**config.mk**
```make
export PLATFORM = sky130hd
export DESIGN_NAME = wu_fetch
export DESIGN_NICKNAME = d
export VERILOG_FILES = /design/src/rtl/wu_fetch.sv
export SDC_FILE = /design/constraint.sdc
export NUM_CORES = 1
export LEC_CHECK = 0
export ABC_AREA = 1
export BUFFER_PORTS_ARGS = -buffer_cell sky130_fd_sc_hd__buf_2
export CAP_MARGIN = 20
export CORE_UTILIZATION = 62
export CTS_CLUSTER_DIAMETER = 40
export CTS_CLUSTER_SIZE = 12
export DETAILED_ROUTE_END_ITERATION = 16
export PLACE_DENSITY = 0.83
export REMOVE_ABC_BUFFERS = 1
export SYNTH_ARGS = -nofsm -noshare
export SYNTH_HDL_FRONTEND = slang
export SYNTH_SLANG_ARGS = --single-unit
```
**constraint.sdc**
```tcl
create_clock -name clk -period 3.25 [get_ports clk]
set_clock_uncertainty 0.2 [all_clocks]
set_input_delay 0.1625 -clock clk [delete_from_list [all_inputs] [get_ports clk]]
set_output_delay 0.1625 -clock clk [all_outputs]
set_load 0.005 [all_outputs]
```
**src/rtl/wu_fetch.sv**
```systemverilog
// WU instruction fetch sequencer: issues one read per unstalled cycle over
// num_inst addresses starting at start_addr, repeated num_passes times.
module wu_fetch #(
  parameter int unsigned ADDR_W = 12,
  parameter int unsigned CNT_W  = ADDR_W + 1,
  parameter int unsigned PASS_W = 8
) (
  input  logic              clk,
  input  logic              reset_poweron,
  input  logic              mcntl__wuf__start,
  input  logic              mcntl__wuf__abort,
  input  logic [ADDR_W-1:0] mcntl__wuf__start_addr,
  input  logic [CNT_W-1:0]  mcntl__wuf__num_inst,
  input  logic [PASS_W-1:0] mcntl__wuf__num_passes,
  input  logic              wum__wuf__stall,
  output logic              wuf__wum__read,
  output logic [ADDR_W-1:0] wuf__wum__addr,
  output logic              wuf__mcntl__busy,
  output logic              wuf__mcntl__done
);

  typedef enum logic [1:0] {StIdle, StFetch, StDone} state_e;

  state_e              state_q, state_d;
  logic [ADDR_W-1:0]   pc_q, pc_d;
  logic [ADDR_W-1:0]   start_q, start_d;
  logic [ADDR_W-1:0]   addr_q, addr_d;
  logic [CNT_W-1:0]    rem_q, rem_d;
  logic [CNT_W-1:0]    ninst_q, ninst_d;
  logic [PASS_W-1:0]   pass_q, pass_d;
  logic                read_q, read_d;
  logic                issue;

  always_comb begin
    state_d = state_q;
    pc_d    = pc_q;
    start_d = start_q;
    addr_d  = addr_q;
    rem_d   = rem_q;
    ninst_d = ninst_q;
    pass_d  = pass_q;
    issue   = (state_q == StFetch) && !wum__wuf__stall;
    read_d  = 1'b0;

    if (mcntl__wuf__abort) begin
      state_d = StIdle;
    end else begin
      read_d = issue;
      if (issue) begin
        addr_d = pc_q;
      end
      unique case (state_q)
        StIdle: begin
          if (mcntl__wuf__start) begin
            start_d = mcntl__wuf__start_addr;
            ninst_d = mcntl__wuf__num_inst;
            pass_d  = (mcntl__wuf__num_passes == '0) ? PASS_W'(1) : mcntl__wuf__num_passes;
            pc_d    = mcntl__wuf__start_addr;
            rem_d   = mcntl__wuf__num_inst;
            state_d = (mcntl__wuf__num_inst == '0) ? StDone : StFetch;
          end
        end
        StFetch: begin
          if (issue) begin
            pc_d  = pc_q + 1'b1;
            rem_d = rem_q - 1'b1;
            if (rem_q == CNT_W'(1)) begin
              // Next pass reloads without a bubble cycle.
              if (pass_q > PASS_W'(1)) begin
                pc_d   = start_q;
                rem_d  = ninst_q;
                pass_d = pass_q - 1'b1;
              end else begin
                state_d = StDone;
              end
            end
          end
        end
        StDone:  state_d = StIdle;
        default: state_d = StIdle;
      endcase
    end
  end

  always_ff @(posedge clk) begin
    if (reset_poweron) begin
      state_q <= StIdle;
      pc_q    <= '0;
      start_q <= '0;
      addr_q  <= '0;
      rem_q   <= '0;
      ninst_q <= '0;
      pass_q  <= '0;
      read_q  <= 1'b0;
    end else begin
      state_q <= state_d;
      pc_q    <= pc_d;
      start_q <= start_d;
      addr_q  <= addr_d;
      rem_q   <= rem_d;
      ninst_q <= ninst_d;
      pass_q  <= pass_d;
      read_q  <= read_d;
    end
  end

  assign wuf__wum__read   = read_q;
  assign wuf__wum__addr   = addr_q;
  assign wuf__mcntl__busy = (state_q != StIdle);
  assign wuf__mcntl__done = (state_q == StDone);

endmodule

```
==> results.sh <==
export IMPL_finish_net_count=722
export IMPL_highest_net_fanout_along_the_worst_path=18
export IMPL_routed_via_count=4336
export IMPL_ys_flop_type="sky130_fd_sc_hd__dfxtp_1"
export IMPL_tritoncts="done"
export IMPL_cts_hold_buffers_added=31
export IMPL_ctsRootBufferMaster="sky130_fd_sc_hd__clkbuf_8"
export IMPL_routed_wl_mm=10.9
export IMPL_critPathLaunchType="flip-flop"
export IMPL_power_per_cell_area_nw_per_um2=459
export IMPL_place_hpwl_mm=6.89
export IMPL_hold_path_class="in2reg"
export IMPL_die_height_um=83.2
export IMPL_antenna_found_initial=0
export IMPL_report_final_setup_viol=0
export IMPL_synthArstFlopShare_pct=0
export IMPL_fmax_mhz=418
export IMPL_cap_violations=0
export IMPL_fillerInstances=528
export IMPL_worstSetupPathType="reg2reg"
export IMPL_worst_setup_path_end_kind="flip-flop"
export IMPL_sequentialPowerShare_pct=45.6
export IMPL_finish_utilization_pct=75.7
export IMPL_cts_repair_resized=0
export IMPL_share_clk_of_total_power_pct=31.6
export IMPL_avgSynthCellArea_um2=6.68
export IMPL_seq_area_frac_synth_pct=35.8
export IMPL_internal_pwr_total_uw=1490
export IMPL_final_period_minus_worst_setup_slack_ns=2.40
export IMPL_ioPinCount=53
export IMPL_yosysTopAreaCell="sky130_fd_sc_hd__dfxtp_1"
export IMPL_detail_route_vias_per_cell=5.70
export IMPL_drt_pre_antenna_iters=5
export IMPL_number_of_global_route_vias_before_repair=4040
export IMPL_grt_max_degree=67
export IMPL_power_combinational_fraction_pct=22.8
export IMPL_routabilityCongestion=0.909
export IMPL_antenna_diode_count=0
export IMPL_hold_violations=0
export IMPL_yosysWarningCount=0
export IMPL_grt_setup_unrepaired="no"
export IMPL_placement_io_buffers=52
export IMPL_drt_first_iter_violations=361
export IMPL_initial_core_util_pct=64.3
export IMPL_grt_remaining_overflow=0
export IMPL_cts_buffer_depth=2
export IMPL_grt_pass1_wl_mm=18.1
export IMPL_cts_sink_count=73
export IMPL_drv_slew=0
export IMPL_yosysTopAreaCellShare_pct=35.8
export IMPL_clk_pin_slew_ns=0.08
export IMPL_synth_ff_latch_count=73
export IMPL_yosys_top_cells_area="sky130_fd_sc_hd__dfxtp_1 36%, sky130_fd_sc_hd__a21oi_1 9.6%, sky130_fd_sc_hd__o21ai_0 9.6%, sky130_fd_sc_hd__nand2_1 8.5%, sky130_fd_sc_hd__nor2_1 7.4%"
export IMPL_postRouteAntennaNets=0
export IMPL_mappedNetlistArea_um2=4080
export IMPL_vdd_drop_max_uv=316
export IMPL_cell_with_the_most_instances_after_synthesis="sky130_fd_sc_hd__nand2_1"
export IMPL_worstSkewPairLatency_ns=0.35
export IMPL_drc=0
export IMPL_core_area_um2=6350
export IMPL_postSynthCellCount=611
export IMPL_slew_headroom_pct=56.3
export IMPL_ctsHtreeMaxLevel=3
export IMPL_worst_slew_pin_transition_ns=0.654
export IMPL_cts_made_buffers=9
export IMPL_static_leakage_power_uw=0.00211
export IMPL_floorplan_die_area_um2=6920
export IMPL_worst_endpoint_arrival_ns=2.44
export IMPL_final_period_utilization_pct=73.7
export IMPL_p_sw_share_pct=32.4
export IMPL_ff2ff_path_depth=10
export IMPL_timing_hold_worst_path_depth=4
export IMPL_wire_per_inst_um=14.3
export IMPL_timing_critical_path_required_ns=3.29
export IMPL_number_of_enable_type_register_cells_in_the_synthesized_netlist=0
export IMPL_synth_cell_type_count=32
export IMPL_layout_area_overhead_vs_synth_pct=17.6
export IMPL_placementRows=29
export IMPL_netSwitchingPower_uw=715
export IMPL_fin_tns_setup_ns=0
export IMPL_cts_repair_timing_setup_buffer_count=0
export IMPL_groute_usage_overall_pct=32.0
export IMPL_status="complete, no violations"
export IMPL_chipWidth_um=83.2
export IMPL_synth_commonest_cells="92 x sky130_fd_sc_hd__nand2_1, 81 x sky130_fd_sc_hd__nor2_1, 78 x sky130_fd_sc_hd__a21oi_1, 78 x sky130_fd_sc_hd__o21ai_0, 73 x sky130_fd_sc_hd__dfxtp_1"
export IMPL_drive_above_1_share_pct=14.2
-- layer usage --
| layer | part of all wire [%] | track usage, % | vias to the layer above | routed length [µm] |
|---|---|---|---|---|
| li1 | - | - | 2163 | - |
| met1 | 43 | 39.6 | 1982 | 4720 |
| met2 | 48 | 53.8 | 161 | 5250 |
| met3 | 6.0 | 5.37 | 30 | 653 |
| met4 | 2.6 | 16.0 | 0 | 287 |
| met5 | 0 | 0 | - | 0 |
-- worst paths after layout --
| check | to | slack [ns] | start |
|---|---|---|---|
| worst max-delay path | pass_q[1] | 0.85 | pass_q[0] |
| worst min-delay path | pass_q[5] | 0.03 | mcntl__wuf__num_passes[5] |
| worst max register to register | pass_q[1] | 0.85 | pass_q[0] |
| worst min register to register | ninst_q[8] | 0.26 | ninst_q[8] |
-- flip-flops by register name, summed over array words and instances (netlist names) --
name and count:
state_q 2, ninst_q 13, wuf__wum__read 1, wuf__wum__addr 12, rem_q 13, pass_q 8
start_q 12, pc_q 12
-- per-stage QoR --
stage | worst slack (ns) | power, µW | hold WS (ns) | std cells | cell area (µm²)
6_report | 0.855 | 2200 | 0.0269 | 761 | 4800
5_1_grt | 0.690 | 2310 | 0.0388 | 761 | 4800
4_1_cts | 0.888 | 2200 | 0.0161 | 761 | 4800
3_5_place_dp | 0.897 | 1490 | 0.215 | 714 | 4310
3_3_place_gp | 0.960 | 1470 | 0.204 | 714 | 4310
2_1_floorplan | 1.11 | 1350 | 0.0316 | 582 | 3930
-- power by group through the flow --
stage               logic (µW)  clock network (µW)  registers (µW)
floorplan                  336                   0            1010
global placement           450                   0            1020
detailed placement         462                   0            1020
CTS                        494                 704            1000
global route               562                 734            1010
finish                     502                 696            1010
-- kinds of logic (layout without fill, tap and decap cells) --
group           count (synthesis)  in the layout  synth area share, %
buf+inv                        92            165                 9.74
simple gates                  272            272                 31.0
flops                          73             73                 35.8
xor+xnor                        9              9                 1.93
compound gates                160            160                 20.0
fa+ha+maj                       5              5                 1.53
-- cell usage in the layout (no fill, tap or decap), types with 2 or more instances in the layout --
master,instances
sky130_fd_sc_hd__nand2_1,92
sky130_fd_sc_hd__nor2_1,81
sky130_fd_sc_hd__o21ai_0,78
sky130_fd_sc_hd__a21oi_1,78
sky130_fd_sc_hd__dfxtp_1,73
sky130_fd_sc_hd__inv_1,56
sky130_fd_sc_hd__nand3_1,55
sky130_fd_sc_hd__buf_2,52
sky130_fd_sc_hd__dlygate4sd3_1,31
sky130_fd_sc_hd__nand4_1,18
sky130_fd_sc_hd__clkbuf_8,9
sky130_fd_sc_hd__nand2_2,6
sky130_fd_sc_hd__xor2_1,6
sky130_fd_sc_hd__nor2_4,5
sky130_fd_sc_hd__inv_2,5
sky130_fd_sc_hd__ha_1,5
sky130_fd_sc_hd__nor2_2,4
sky130_fd_sc_hd__nor3_1,4
sky130_fd_sc_hd__xnor2_1,3
sky130_fd_sc_hd__buf_4,3
sky130_fd_sc_hd__nand3_4,2
sky130_fd_sc_hd__clkinv_2,2
sky130_fd_sc_hd__clkbuf_1,2
-- area by class of cell --
cell class | instances | area (µm²) | share of cell area, %
repair buffers | 86 | 593 | 12.3
multi-input cells | 446 | 2220 | 46.3
inverters | 63 | 241 | 5.03
clock buffers | 11 | 131 | 2.73
flip-flops and latches | 73 | 1460 | 30.4
well taps | 77 | 96.3 | 2.01
clock inverters | 5 | 56.3 | 1.17
-- critical path, cell delays in order, from the launching register on --
cell and delay [ns]:
sky130_fd_sc_hd__dfxtp_1 0.36, sky130_fd_sc_hd__inv_1 0.10, sky130_fd_sc_hd__ha_1 0.25, sky130_fd_sc_hd__nor2_1 0.09
sky130_fd_sc_hd__nor2_1 0.06, sky130_fd_sc_hd__nand2_2 0.34, sky130_fd_sc_hd__nand3_4 0.28, sky130_fd_sc_hd__nand2_4 0.20
sky130_fd_sc_hd__nand2_2 0.13, sky130_fd_sc_hd__o21ai_0 0.21, sky130_fd_sc_hd__nor2_1 0.05
No activity file was read; power rests on OpenSTA's default activity.
